===== config.mk =====
export PLATFORM = sky130hd
export DESIGN_NAME = ctrl_seq_decoder
export DESIGN_NICKNAME = d
export VERILOG_FILES = /design/src/rtl/proc_ctrl_pkg.sv /design/src/rtl/ctrl_decode_comb.sv /design/src/rtl/ctrl_seq_decoder.sv
export SDC_FILE = /design/constraint.sdc
export NUM_CORES = 1
export LEC_CHECK = 0
export ABC_AREA = 0
export BUFFER_PORTS_ARGS = -buffer_cell sky130_fd_sc_hd__buf_2
export CORE_AREA = 4 4 41 43
export CTS_BUF_LIST = sky130_fd_sc_hd__clkbuf_4
export CTS_CLUSTER_DIAMETER = 40
export DETAILED_ROUTE_END_ITERATION = 10
export DIE_AREA = 0 0 45 47
export PLACE_DENSITY_LB_ADDON = 0.25
export SYNTH_ARGS = -nofsm -noshare
export SYNTH_HDL_FRONTEND = slang
export SYNTH_SLANG_ARGS = --single-unit

===== constraint.sdc =====
create_clock -name clock -period 0.8 [get_ports clock]
set_input_delay 0 -clock clock [delete_from_list [all_inputs] [get_ports clock]]
set_output_delay 0 -clock clock [all_outputs]
set_load 0.05 [all_outputs]

===== src/rtl/proc_ctrl_pkg.sv =====
// rtl/proc_ctrl_pkg.sv - shared opcode/func constants, writeback encoding and control-word type
package proc_ctrl_pkg;

  localparam int CW_ALUOP_W = 5;

  localparam logic [4:0] OPC_RTYPE = 5'b00000;
  localparam logic [4:0] OPC_ADDI  = 5'b00101;
  localparam logic [4:0] OPC_SW    = 5'b00111;
  localparam logic [4:0] OPC_LW    = 5'b01000;

  localparam logic [4:0] FN_ADD = 5'b00000;
  localparam logic [4:0] FN_SUB = 5'b00001;
  localparam logic [4:0] FN_AND = 5'b00010;
  localparam logic [4:0] FN_OR  = 5'b00011;
  localparam logic [4:0] FN_SLL = 5'b00100;
  localparam logic [4:0] FN_SRA = 5'b00101;
  localparam logic [4:0] FN_MUL = 5'b00110;
  localparam logic [4:0] FN_DIV = 5'b00111;

  localparam logic [2:0] STAT_MUL_EXC = 3'd4;
  localparam logic [2:0] STAT_DIV_EXC = 3'd5;

  typedef enum logic [1:0] {
    RWD_ALU    = 2'b00,
    RWD_DMEM   = 2'b01,
    RWD_MD     = 2'b10,
    RWD_STATUS = 2'b11
  } rwd_t;

  typedef enum logic {
    S_IDLE    = 1'b0,
    S_MD_WAIT = 1'b1
  } state_t;

  typedef struct packed {
    logic                  dm_we;
    logic                  r_we;
    rwd_t                  rwd;
    logic [CW_ALUOP_W-1:0] alu_op;
    logic                  alu_in_b;
  } ctrl_word_t;

endpackage


===== src/rtl/ctrl_decode_comb.sv =====
// rtl/ctrl_decode_comb.sv - pure opcode/func to control-word decode
// mul/div funcs are recognised only when CTRL_MULDIV_EN is defined; otherwise they are illegal.
module ctrl_decode_comb
  import proc_ctrl_pkg::*;
#(
  parameter int OPC_W   = 5,
  parameter int ALUOP_W = 5
) (
  input  logic [OPC_W-1:0]   opcode,
  input  logic [ALUOP_W-1:0] func,
  output ctrl_word_t         cw,
  output logic               is_md,
  output logic               md_div,
  output logic               illegal
);

  always_comb begin
    cw      = '0;
    is_md   = 1'b0;
    md_div  = 1'b0;
    illegal = 1'b0;
    if (opcode == OPC_W'(OPC_RTYPE)) begin
      if (func <= ALUOP_W'(FN_SRA)) begin
        cw.r_we   = 1'b1;
        cw.rwd    = RWD_ALU;
        cw.alu_op = CW_ALUOP_W'(func);
      end
`ifdef CTRL_MULDIV_EN
      else if (func == ALUOP_W'(FN_MUL) || func == ALUOP_W'(FN_DIV)) begin
        is_md  = 1'b1;
        md_div = func[0];
      end
`endif
      else begin
        illegal = 1'b1;
      end
    end else if (opcode == OPC_W'(OPC_ADDI)) begin
      cw.r_we     = 1'b1;
      cw.alu_in_b = 1'b1;
    end else if (opcode == OPC_W'(OPC_SW)) begin
      cw.dm_we    = 1'b1;
      cw.alu_in_b = 1'b1;
    end else if (opcode == OPC_W'(OPC_LW)) begin
      cw.r_we     = 1'b1;
      cw.rwd      = RWD_DMEM;
      cw.alu_in_b = 1'b1;
    end else begin
      illegal = 1'b1;
    end
  end

endmodule


===== src/rtl/ctrl_seq_decoder.sv =====
// rtl/ctrl_seq_decoder.sv - registered control decode with mult/div sequencing and timeout
// CTRL_MULDIV_EN enables mul/div decode, the MD_WAIT state and the timeout counter.
module ctrl_seq_decoder
  import proc_ctrl_pkg::*;
#(
  parameter int ALUOP_W    = 5,
  parameter int OPC_W      = 5,
  parameter int MD_TIMEOUT = 64
) (
  input  logic               clock,
  input  logic               reset_n,
  input  logic               insn_valid,
  input  logic [OPC_W-1:0]   opcode,
  input  logic [ALUOP_W-1:0] alu_op_in,
  output logic               insn_ready,
  input  logic               md_ready,
  input  logic               md_exception,
  output logic               ctrl_valid,
  output logic               DMwe,
  output logic               Rwe,
  output logic [1:0]         Rwd,
  output logic [ALUOP_W-1:0] ALUop,
  output logic               ALUinB,
  output logic               rd_override,
  output logic [2:0]         status_code,
  output logic               md_start,
  output logic               md_sel,
  output logic               stall,
  output logic               illegal
);

  ctrl_word_t dec_cw;
  logic       dec_is_md;
  logic       dec_md_div;
  logic       dec_illegal;

  ctrl_decode_comb #(.OPC_W(OPC_W), .ALUOP_W(ALUOP_W)) u_decode (
    .opcode  (opcode),
    .func    (alu_op_in),
    .cw      (dec_cw),
    .is_md   (dec_is_md),
    .md_div  (dec_md_div),
    .illegal (dec_illegal)
  );

  logic accept;
  logic md_launch;
  logic md_done;
  logic md_fail;
  logic md_sel_d;
  logic md_sel_q;

  assign accept = insn_valid && insn_ready;

`ifdef CTRL_MULDIV_EN
  localparam int CNT_W = $clog2(MD_TIMEOUT);
  localparam logic [CNT_W-1:0] CNT_MAX = CNT_W'(MD_TIMEOUT - 1);

  state_t           state_q, state_d;
  logic [CNT_W-1:0] cnt_q, cnt_d;

  always_ff @(posedge clock or negedge reset_n) begin
    if (!reset_n) begin
      state_q <= S_IDLE;
      cnt_q   <= '0;
    end else begin
      state_q <= state_d;
      cnt_q   <= cnt_d;
    end
  end

  // md_ready takes priority over the timeout when both land on the same cycle.
  always_comb begin
    state_d   = state_q;
    cnt_d     = cnt_q;
    md_done   = 1'b0;
    md_fail   = 1'b0;
    md_launch = 1'b0;
    md_sel_d  = 1'b0;
    case (state_q)
      S_IDLE: begin
        if (accept && dec_is_md) begin
          md_launch = 1'b1;
          md_sel_d  = dec_md_div;
          state_d   = S_MD_WAIT;
          cnt_d     = '0;
        end
      end
      S_MD_WAIT: begin
        if (md_ready || cnt_q == CNT_MAX) begin
          md_done = 1'b1;
          md_fail = md_ready ? md_exception : 1'b1;
          state_d = S_IDLE;
          cnt_d   = '0;
        end else begin
          md_sel_d = md_sel_q;
          cnt_d    = cnt_q + 1'b1;
        end
      end
      default: state_d = S_IDLE;
    endcase
  end

  assign insn_ready = (state_q == S_IDLE);
`else
  logic unused_md;
  assign unused_md  = md_ready ^ md_exception ^ dec_md_div ^ (MD_TIMEOUT > 1);
  assign insn_ready = 1'b1;
  assign md_launch  = 1'b0;
  assign md_done    = 1'b0;
  assign md_fail    = 1'b0;
  assign md_sel_d   = 1'b0;
`endif

  assign stall = !insn_ready;

  ctrl_word_t cw_d, cw_q;
  logic       valid_d, illegal_d, rd_ovr_d;
  logic [2:0] status_d;

  always_comb begin
    cw_d      = '0;
    valid_d   = 1'b0;
    illegal_d = 1'b0;
    rd_ovr_d  = 1'b0;
    status_d  = 3'd0;
    if (md_done) begin
      valid_d   = 1'b1;
      cw_d.r_we = 1'b1;
      if (md_fail) begin
        cw_d.rwd = RWD_STATUS;
        rd_ovr_d = 1'b1;
        status_d = md_sel_q ? STAT_DIV_EXC : STAT_MUL_EXC;
      end else begin
        cw_d.rwd = RWD_MD;
      end
    end else if (accept && !dec_is_md) begin
      valid_d   = 1'b1;
      cw_d      = dec_cw;
      illegal_d = dec_illegal;
    end
  end

  logic       valid_q, illegal_q, rd_ovr_q, md_start_q;
  logic [2:0] status_q;

  always_ff @(posedge clock or negedge reset_n) begin
    if (!reset_n) begin
      cw_q       <= '0;
      valid_q    <= 1'b0;
      illegal_q  <= 1'b0;
      rd_ovr_q   <= 1'b0;
      status_q   <= 3'd0;
      md_start_q <= 1'b0;
      md_sel_q   <= 1'b0;
    end else begin
      cw_q       <= cw_d;
      valid_q    <= valid_d;
      illegal_q  <= illegal_d;
      rd_ovr_q   <= rd_ovr_d;
      status_q   <= status_d;
      md_start_q <= md_launch;
      md_sel_q   <= md_sel_d;
    end
  end

  assign ctrl_valid  = valid_q;
  assign DMwe        = cw_q.dm_we;
  assign Rwe         = cw_q.r_we;
  assign Rwd         = cw_q.rwd;
  assign ALUop       = ALUOP_W'(cw_q.alu_op);
  assign ALUinB      = cw_q.alu_in_b;
  assign rd_override = rd_ovr_q;
  assign status_code = status_q;
  assign md_start    = md_start_q;
  assign md_sel      = md_sel_q;
  assign illegal     = illegal_q;

endmodule


==> impl_metrics.py, run 1 <==
metrics = {
    "run_status": {
        "status": "completed",
    },
    "power": {
        "vdd_drop_max_v": 0.000706,
        "sw_frac_of_total_pct": 28.9,
        "internal_power_uw": 880,
        "p_leak_uw": 0.000400,
        "clkPwrFrac_pct": 30.5,
        "pwr-share-comb_pct": 22.9,
        "powerDensity_nw_per_um2": 1660,
        "sequentialPowerShare_pct": 46.6,
        "p_switching_uw": 358,
    },
    "cts": {
        "cts.reportedPaths.clkPinSlew_ns": 0.06,
        "cts_made_buffers": 3,
        "htreeDepth": 1,
        "root_buffer": "clkbuf_4",
        "cts.sinks": 11,
        "tritoncts": "done",
        "cts.path.max_buffers": 2,
    },
    "run": {
        "maxCapViolations": 0,
    },
    "layout": {
        "fin_area_um2": 747,
        "syn_to_final_growth_pct": 52.3,
        "diodes": 0,
        "nets": 93,
        "drive_above_1_share_pct": 40.3,
    },
    "worst_setup_path": {
        "startpoint": "ALUop[1]",
        "cp_max_fo": 1,
        "arrival_ns": 0.79,
        "path_class": "flip-flop to primary output",
        "critPathRequiredTime_ns": 0.80,
        "slowest_stage": "dfrtp_1",
        "start_kind": "flip-flop",
        "critPathCapture": "ALUop[1]",
        "crit_family": "flip-flops",
        "max_stage_delay_ns": 0.38,
        "path_depth": 1,
        "crit_chain": "buf_6",
        "path_buf_inv": 1,
        "cp-end-kind": "primary output",
    },
    "sta": {
        "hold_slack_ns": 0.0176,
        "finalHoldViolCount": 0,
        "max_freq_mhz": 1270,
        "finalWorstSetupSlack_ns": 0.0127,
        "post-route-min-period_ns": 0.787,
        "finalSetupViolations": 0,
        "rsz0062_at_grt": "true",
        "final.period_utilization_pct": 98.4,
        "drv_slew": 0,
    },
    "synth": {
        "ys_types": 14,
        "synth_area_um2": 490,
        "synth_ff_type": "dfrtp_1",
        "avgSynthCellArea_um2": 11.1,
        "synth_edf_count": 0,
        "synth.most_common_cell": "dfrtp_1",
        "ys_seq_area_share_pct": 56.1,
        "synthCells": 44,
        "ys_async_sr_fraction_pct": 100,
        "yosys.area.top_type": "dfrtp_1",
        "yosysWarnings": 0,
        "ys_seq_elements": 11,
        "synth.area.top_cells": "dfrtp_1, buf_4, nor2_1",
        "synth_top_area_share_pct": 56.1,
        "synthTopCellsByCount": "dfrtp_1, buf_4, nor2_1, inv_1",
    },
    "die": {
        "die_area_um2": 2120,
        "ios": 35,
        "start_util_pct": 37.7,
        "placementRows": 13,
        "core_area_um2": 1300,
        "die_h_um": 47,
        "fp.dieW_um": 45,
    },
    "detailed_routing": {
        "viasPerCell": 4.01,
        "post_drt_wl_per_cell_um": 8.47,
        "vias": 369,
        "first_pass_iters": 4,
        "route.antenna.remaining_nets": 0,
        "drc": 0,
        "drtIter0Drc": 4,
        "wl_um": 779,
    },
    "place": {
        "dpl.hpwl_um": 655,
        "post_dp_cell_area_um2": 598,
        "io_buffers": 23,
        "place_ws_ns": -0.0658,
        "place.gp.congestion": 0.727,
    },
    "global_routing": {
        "antenna_found_initial": 0,
        "grt_max_degree": 12,
        "grt_pass1_wl_mm": 1.03,
        "grt_overflow": 0,
        "grtUsageTotal_pct": 6.75,
        "first_global_vias": 278,
    },
    "worst_hold_path": {
        "hold_path_class": "input pin to flip-flop",
    },
}
[registers in the layout, summed over array words and instances (netlist names)]
name and cells:
DMwe 1, ALUop 5, ctrl_valid 1, Rwd 1, illegal 1, ALUinB 1
Rwe 1
[metal layers]
layer | part of all wire, % | GRT usage (%) | vias to the layer above
met3 | 16 | 0.383 | 0
met2 | 46 | 10.2 | 24
met1 | 38 | 8.35 | 157
met5 | 0 | 0 | -
met4 | 0 | 7.02 | 0
li1 | - | - | 188
[final cells by class]
cell class	instances	area, um2
Clock buffer	4	30.0
Multi-Input combinational cell	30	170
Fill cell	132	554
Sequential cell	11	275
Tap cell	15	18.8
Timing Repair Buffer	29	241
Inverter	3	11.3
[worst min path at each step]
| stage | startpoint | end | slack [ns] | cells after the start |
|---|---|---|---|---|
| 6_report | insn_valid | ALUinB | 0.02 | 2 |
| 3_5_place_dp | reset_n | illegal | -0.13 | 1 |
| 5_1_grt | insn_valid | ALUinB | 0.03 | 2 |
| 4_1_cts | insn_valid | ALUinB | 0.01 | 2 |
| 3_3_place_gp | reset_n | ctrl_valid | -0.13 | 1 |
| 2_1_floorplan | reset_n | ALUinB | -0.30 | 0 |
[power groups by stage]
stage / logic (uW) / registers (uW) / clock network, uW
3_3_place_gp: 248 / 583 / 0
3_5_place_dp: 248 / 584 / 0
5_1_grt: 299 / 578 / 418
4_1_cts: 284 / 577 / 394
6_report: 283 / 577 / 378
2_1_floorplan: 153 / 638 / 0
[metrics by stage]
step,total power [uW],utilization (%),TNS [ns],instances
floorplan,790,-,0,53
global placement,831,46.0,-0.0377,83
detailed placement,832,46.0,-0.0658,83
CTS,1260,57.1,-0.00315,92
global route,1290,57.4,-0.0674,92
finish,1240,57.4,0,92
[cell usage in the layout (no fill, tap or decap)]
master	instances
dlygate4sd3_1	5
buf_4	1
conb_1	11
nor4_4	1
inv_1	3
and4bb_2	1
nand4_1	1
a21oi_1	2
clkbuf_4	4
and3b_1	1
nor2b_1	2
buf_6	11
buf_2	12
and3_1	2
a211oi_2	1
nor2_1	6
o21ai_1	2
dfrtp_1	11
[logic make-up (layout without fill, tap and decap cells)]
group	count (synthesis)	count (layout)	share of synthesized area, %
compound gates	5	5	6.63
other cells	2	11	1.53
buf+inv	12	36	16.1
flops	11	11	56.1
simple gates	14	14	19.6
[what timing repair did]
| action | in CTS | in global routing |
|---|---|---|
| endpoints found under the hold margin | 15 | 0 |
| endpoints found under the setup margin | 11 | 7 |
| buffers inserted | 0 | 0 |
| gates resized for setup | 21 | 1 |
| hold buffers | 5 | 0 |
Power figures use the tool's default switching activity.
==> inputs of run 2 (changes only) <==
ABC_AREA = not set   (was 0)
MAX_ROUTING_LAYER = met4   (was not set)
SLEW_MARGIN = 20   (was not set)
==> impl_metrics.py, run 2 (same netlist as run 1, synthesis figures left out) <==
metrics = {
    "run_status": {
        "status": "completed",
    },
    "die": {
        "placementRows": 13,
        "core_area_um2": 1300,
        "fp.dieW_um": 45,
        "ios": 35,
        "die_area_um2": 2120,
        "start_util_pct": 37.7,
        "die_h_um": 47,
    },
    "global_routing": {
        "grt_pass1_wl_mm": 1.03,
        "antenna_found_initial": 0,
        "grt_overflow": 0,
        "grtUsageTotal_pct": 6.97,
        "grt_max_degree": 12,
        "first_global_vias": 278,
    },
    "power": {
        "vdd_drop_max_v": 0.000706,
        "p_total_uw": 1240,
        "powerDensity_nw_per_um2": 1660,
        "p_leak_uw": 0.000400,
    },
    "worst_setup_path": {
        "max_stage_delay_ns": 0.38,
        "cp_max_fo": 1,
        "crit_chain": "buf_6",
        "arrival_ns": 0.79,
        "crit_family": "flip-flops",
        "start_kind": "flip-flop",
        "path_class": "flip-flop to primary output",
        "slowest_stage": "dfrtp_1",
        "path_depth": 1,
        "cp-end-kind": "primary output",
        "critPathRequiredTime_ns": 0.80,
        "path_buf_inv": 1,
    },
    "cts": {
        "htreeDepth": 1,
        "cts.reportedPaths.clkPinSlew_ns": 0.06,
        "cts.sinks": 11,
        "tritoncts": "done",
        "cts_made_buffers": 3,
        "root_buffer": "clkbuf_4",
        "cts.path.max_buffers": 2,
    },
    "detailed_routing": {
        "drc": 0,
        "wl_um": 779,
        "viasPerCell": 4.01,
        "drtIter0Drc": 4,
        "route.antenna.remaining_nets": 0,
        "vias": 369,
        "first_pass_iters": 4,
        "post_drt_wl_per_cell_um": 8.47,
    },
    "layout": {
        "largest_reg_flops": 5,
        "drive_above_1_share_pct": 40.3,
        "nFillCells": 132,
        "nets": 93,
        "regArea_um2": 275,
        "diodes": 0,
        "mostFrequentLayoutCell": "buf_2",
        "layout_common_cells": "buf_2, dfrtp_1, conb_1, buf_6, nor2_1",
        "multi_input_area_um2": 170,
        "syn_to_final_growth_pct": 52.3,
    },
    "sta": {
        "post-route-min-period_ns": 0.787,
        "final.period_utilization_pct": 98.4,
        "finalSetupTns_ns": 0,
        "max_freq_mhz": 1270,
        "rsz0062_at_grt": "true",
        "finalHoldViolCount": 0,
        "drv_slew": 0,
        "hold_slack_ns": 0.0176,
        "finalSetupViolations": 0,
    },
    "worst_hold_path": {
        "whs_path_depth": 2,
        "hold_path_class": "input pin to flip-flop",
    },
    "place": {
        "dpl.hpwl_um": 655,
        "place.gp.congestion": 0.736,
        "io_buffers": 23,
    },
    "run": {
        "maxCapViolations": 0,
    },
}
==> run 2: cell counts in the layout (fill, tap and decap cells not counted) <==
Identical to the previous run, type by type.
==> run 2: worst paths after layout <==
path,slack (ns),start,to
setup / recovery,0.01,ALUop[1],ALUop[1]
max in group asynchronous,0.48,reset_n,DMwe
hold / removal,0.02,insn_valid,ALUinB
min in group asynchronous,0.13,reset_n,ALUop[4]
==> run 2: layout make-up <==
type,instances,share of cell area [%]
Clock buffer,4,4.02
Multi-Input combinational cell,30,22.8
Inverter,3,1.51
Timing Repair Buffer,29,32.3
Tap cell,15,2.51
Sequential cell,11,36.9
==> run 2: what timing repair did <==
item,4_1_cts,5_1_grt
setup buffers,0,0
setup endpoints to repair,11,7
hold buffers,5,0
gates resized for setup,21,1
hold endpoints to repair,15,0
pin swaps,0,0
==> run 2: per-layer routing <==
| metal | GRT usage, % | part of all wire (%) | vias up | wire, um |
|---|---|---|---|---|
| li1 | - | - | 188 | - |
| met1 | 8.59 | 38 | 157 | 295 |
| met2 | 10.2 | 46 | 24 | 360 |
| met3 | 0 | 16 | 0 | 122 |
| met4 | 7.02 | 0 | 0 | 0 |
| met5 | - | 0 | - | 0 |
==> run 2: metrics by stage <==
step	util, %	cells	cell area, um2	worst slack [ns]
global placement	46.0	83	598	-0.0377
finish	57.4	92	747	0.0127
detailed placement	46.0	83	598	-0.0658
floorplan	-	53	524	0.118
CTS	57.1	92	743	-0.00315
global route	57.4	92	747	-0.0225
==> run 2: where the power goes <==
part,switching (uW),total [uW],internal [uW]
clock network,152,378,226
logic,200,283,83.7
registers,6.23,577,571
==> inputs of run 3 (changes only) <==
BUFFER_PORTS_ARGS = not set   (was -buffer_cell sky130_fd_sc_hd__buf_2)
DONT_BUFFER_PORTS = 1   (was not set)
==> impl_metrics.py, run 3 (same netlist as run 1, synthesis figures left out) <==
metrics = {
    "power": {
        "clkPwrFrac_pct": 31.7,
        "vdd_drop_max_v": 0.000646,
        "p_switching_uw": 348,
        "powerDensity_nw_per_um2": 1710,
        "p_total_uw": 1220,
        "sequentialPowerShare_pct": 47.4,
        "pwr-share-comb_pct": 20.9,
        "p_leak_uw": 0.000371,
        "sw_frac_of_total_pct": 28.6,
        "internal_power_uw": 868,
    },
    "worst_setup_path": {
        "cp_max_fo": 1,
        "critPathCapture": "ALUop[0]",
        "max_stage_delay_ns": 0.38,
        "crit_chain": "buf_6",
        "cp-end-kind": "primary output",
        "path_buf_inv": 1,
        "path_depth": 1,
        "start_kind": "flip-flop",
        "arrival_ns": 0.79,
        "path_class": "flip-flop to primary output",
        "crit_family": "flip-flops",
        "critPathRequiredTime_ns": 0.80,
        "startpoint": "ALUop[0]",
        "slowest_stage": "dfrtp_1",
    },
    "global_routing": {
        "grt_busiest_layer": "met2",
        "grt_max_degree": 12,
        "grtUsageTotal_pct": 9.78,
        "use_met1_pct": 10.7,
        "met2_usage_pct": 14.4,
        "use_met3_pct": 1.53,
        "first_global_vias": 323,
        "antenna_found_initial": 0,
        "grt_overflow": 0,
        "grt_pass1_wl_mm": 1.39,
    },
    "place": {
        "dp.cells": 70,
        "dpl.hpwl_um": 645,
        "place_ws_ns": 0.0549,
        "place.gp.congestion": 0.726,
        "post_dp_cell_area_um2": 558,
        "io_buffers": 0,
    },
    "sta": {
        "final.period_utilization_pct": 98.2,
        "post-route-min-period_ns": 0.785,
        "max_freq_mhz": 1270,
        "hold_slack_ns": -0.0996,
        "rsz0062_at_grt": "true",
        "finalWorstSetupSlack_ns": 0.0147,
        "finalSetupViolations": 0,
        "finalHoldViolCount": 7,
        "drv_slew": 0,
    },
    "cts": {
        "cts.reportedPaths.clkPinSlew_ns": 0.06,
        "cts.path.max_buffers": 2,
        "cts_made_buffers": 3,
        "cts.sinks": 11,
        "root_buffer": "clkbuf_4",
        "htreeDepth": 1,
        "tritoncts": "done",
    },
    "detailed_routing": {
        "vias": 347,
        "drtIter0Drc": 2,
        "first_pass_iters": 4,
        "post_drt_wl_per_cell_um": 10.8,
        "wl_um": 882,
        "route.antenna.remaining_nets": 0,
        "viasPerCell": 4.23,
        "drc": 0,
    },
    "layout": {
        "syn_to_final_growth_pct": 45.2,
        "layout_common_cells": "dfrtp_1, conb_1, buf_6",
        "drive_above_1_share_pct": 26.9,
        "stdcell_count": 82,
        "largest_reg_flops": 5,
        "fin_area_um2": 712,
        "nets": 83,
        "diodes": 0,
    },
    "die": {
        "ios": 35,
        "core_area_um2": 1300,
        "placementRows": 13,
        "start_util_pct": 37.7,
        "die_h_um": 47,
        "fp.dieW_um": 45,
        "die_area_um2": 2120,
    },
    "worst_hold_path": {
        "hold_path_class": "input pin to flip-flop",
    },
    "run_status": {
        "violations": "hold timing",
        "status": "finished, violations left",
    },
    "run": {
        "maxCapViolations": 0,
    },
}
[run 3: cell types whose count changed in the layout (fill, tap and decap cells not counted), sizes merged]
cell,delta
buf,-13
dlygate4sd3,+2
dlymetal6s4s,+1
[run 3: how the worst min path moves through the flow]
stage / end / startpoint / slack, ns / cells after the start
global placement: ctrl_valid / reset_n / -0.30 / 0
CTS: DMwe / opcode[1] / -0.12 / 1
global route: DMwe / opcode[1] / -0.11 / 1
floorplan: ALUinB / reset_n / -0.30 / 0
detailed placement: ctrl_valid / reset_n / -0.30 / 0
finish: DMwe / opcode[1] / -0.1 / 1
[run 3: power by group through the flow]
stage	Clock (uW)	Combinational, uW	Sequential (uW)
finish	385	254	577
global route	423	266	578
CTS	411	252	576
detailed placement	0	198	584
global placement	0	198	584
floorplan	0	153	638
[run 3: what timing repair did]
item	CTS	global route
hold buffers	8	1
hold endpoints to repair	20	6
setup buffers	0	0
pin swaps	0	3
gates resized for setup	11	1
setup endpoints to repair	11	12
[run 3: through the flow]
stage          util (%)  setup TNS, ns
2_1_floorplan         -              0
5_1_grt            54.7         -0.127
3_3_place_gp       42.9              0
4_1_cts            54.5       -0.00789
3_5_place_dp       42.9              0
6_report           54.7              0
[run 3: routing by layer]
layer | part of all wire, % | wire length, um | up-vias
li1 | - | - | 168
met1 | 37 | 330 | 151
met2 | 45 | 397 | 26
met3 | 15 | 133 | 2
met4 | 2.3 | 20 | 0
met5 | 0 | 0 | -
[run 3: final cells by class]
cell class | instances | area (um2)
clock buffers | 4 | 30.0
fillers | 123 | 589
inverters | 3 | 11.3
multi-input cells | 30 | 170
flip-flops and latches | 11 | 275
well taps | 15 | 18.8
repair buffers | 19 | 206
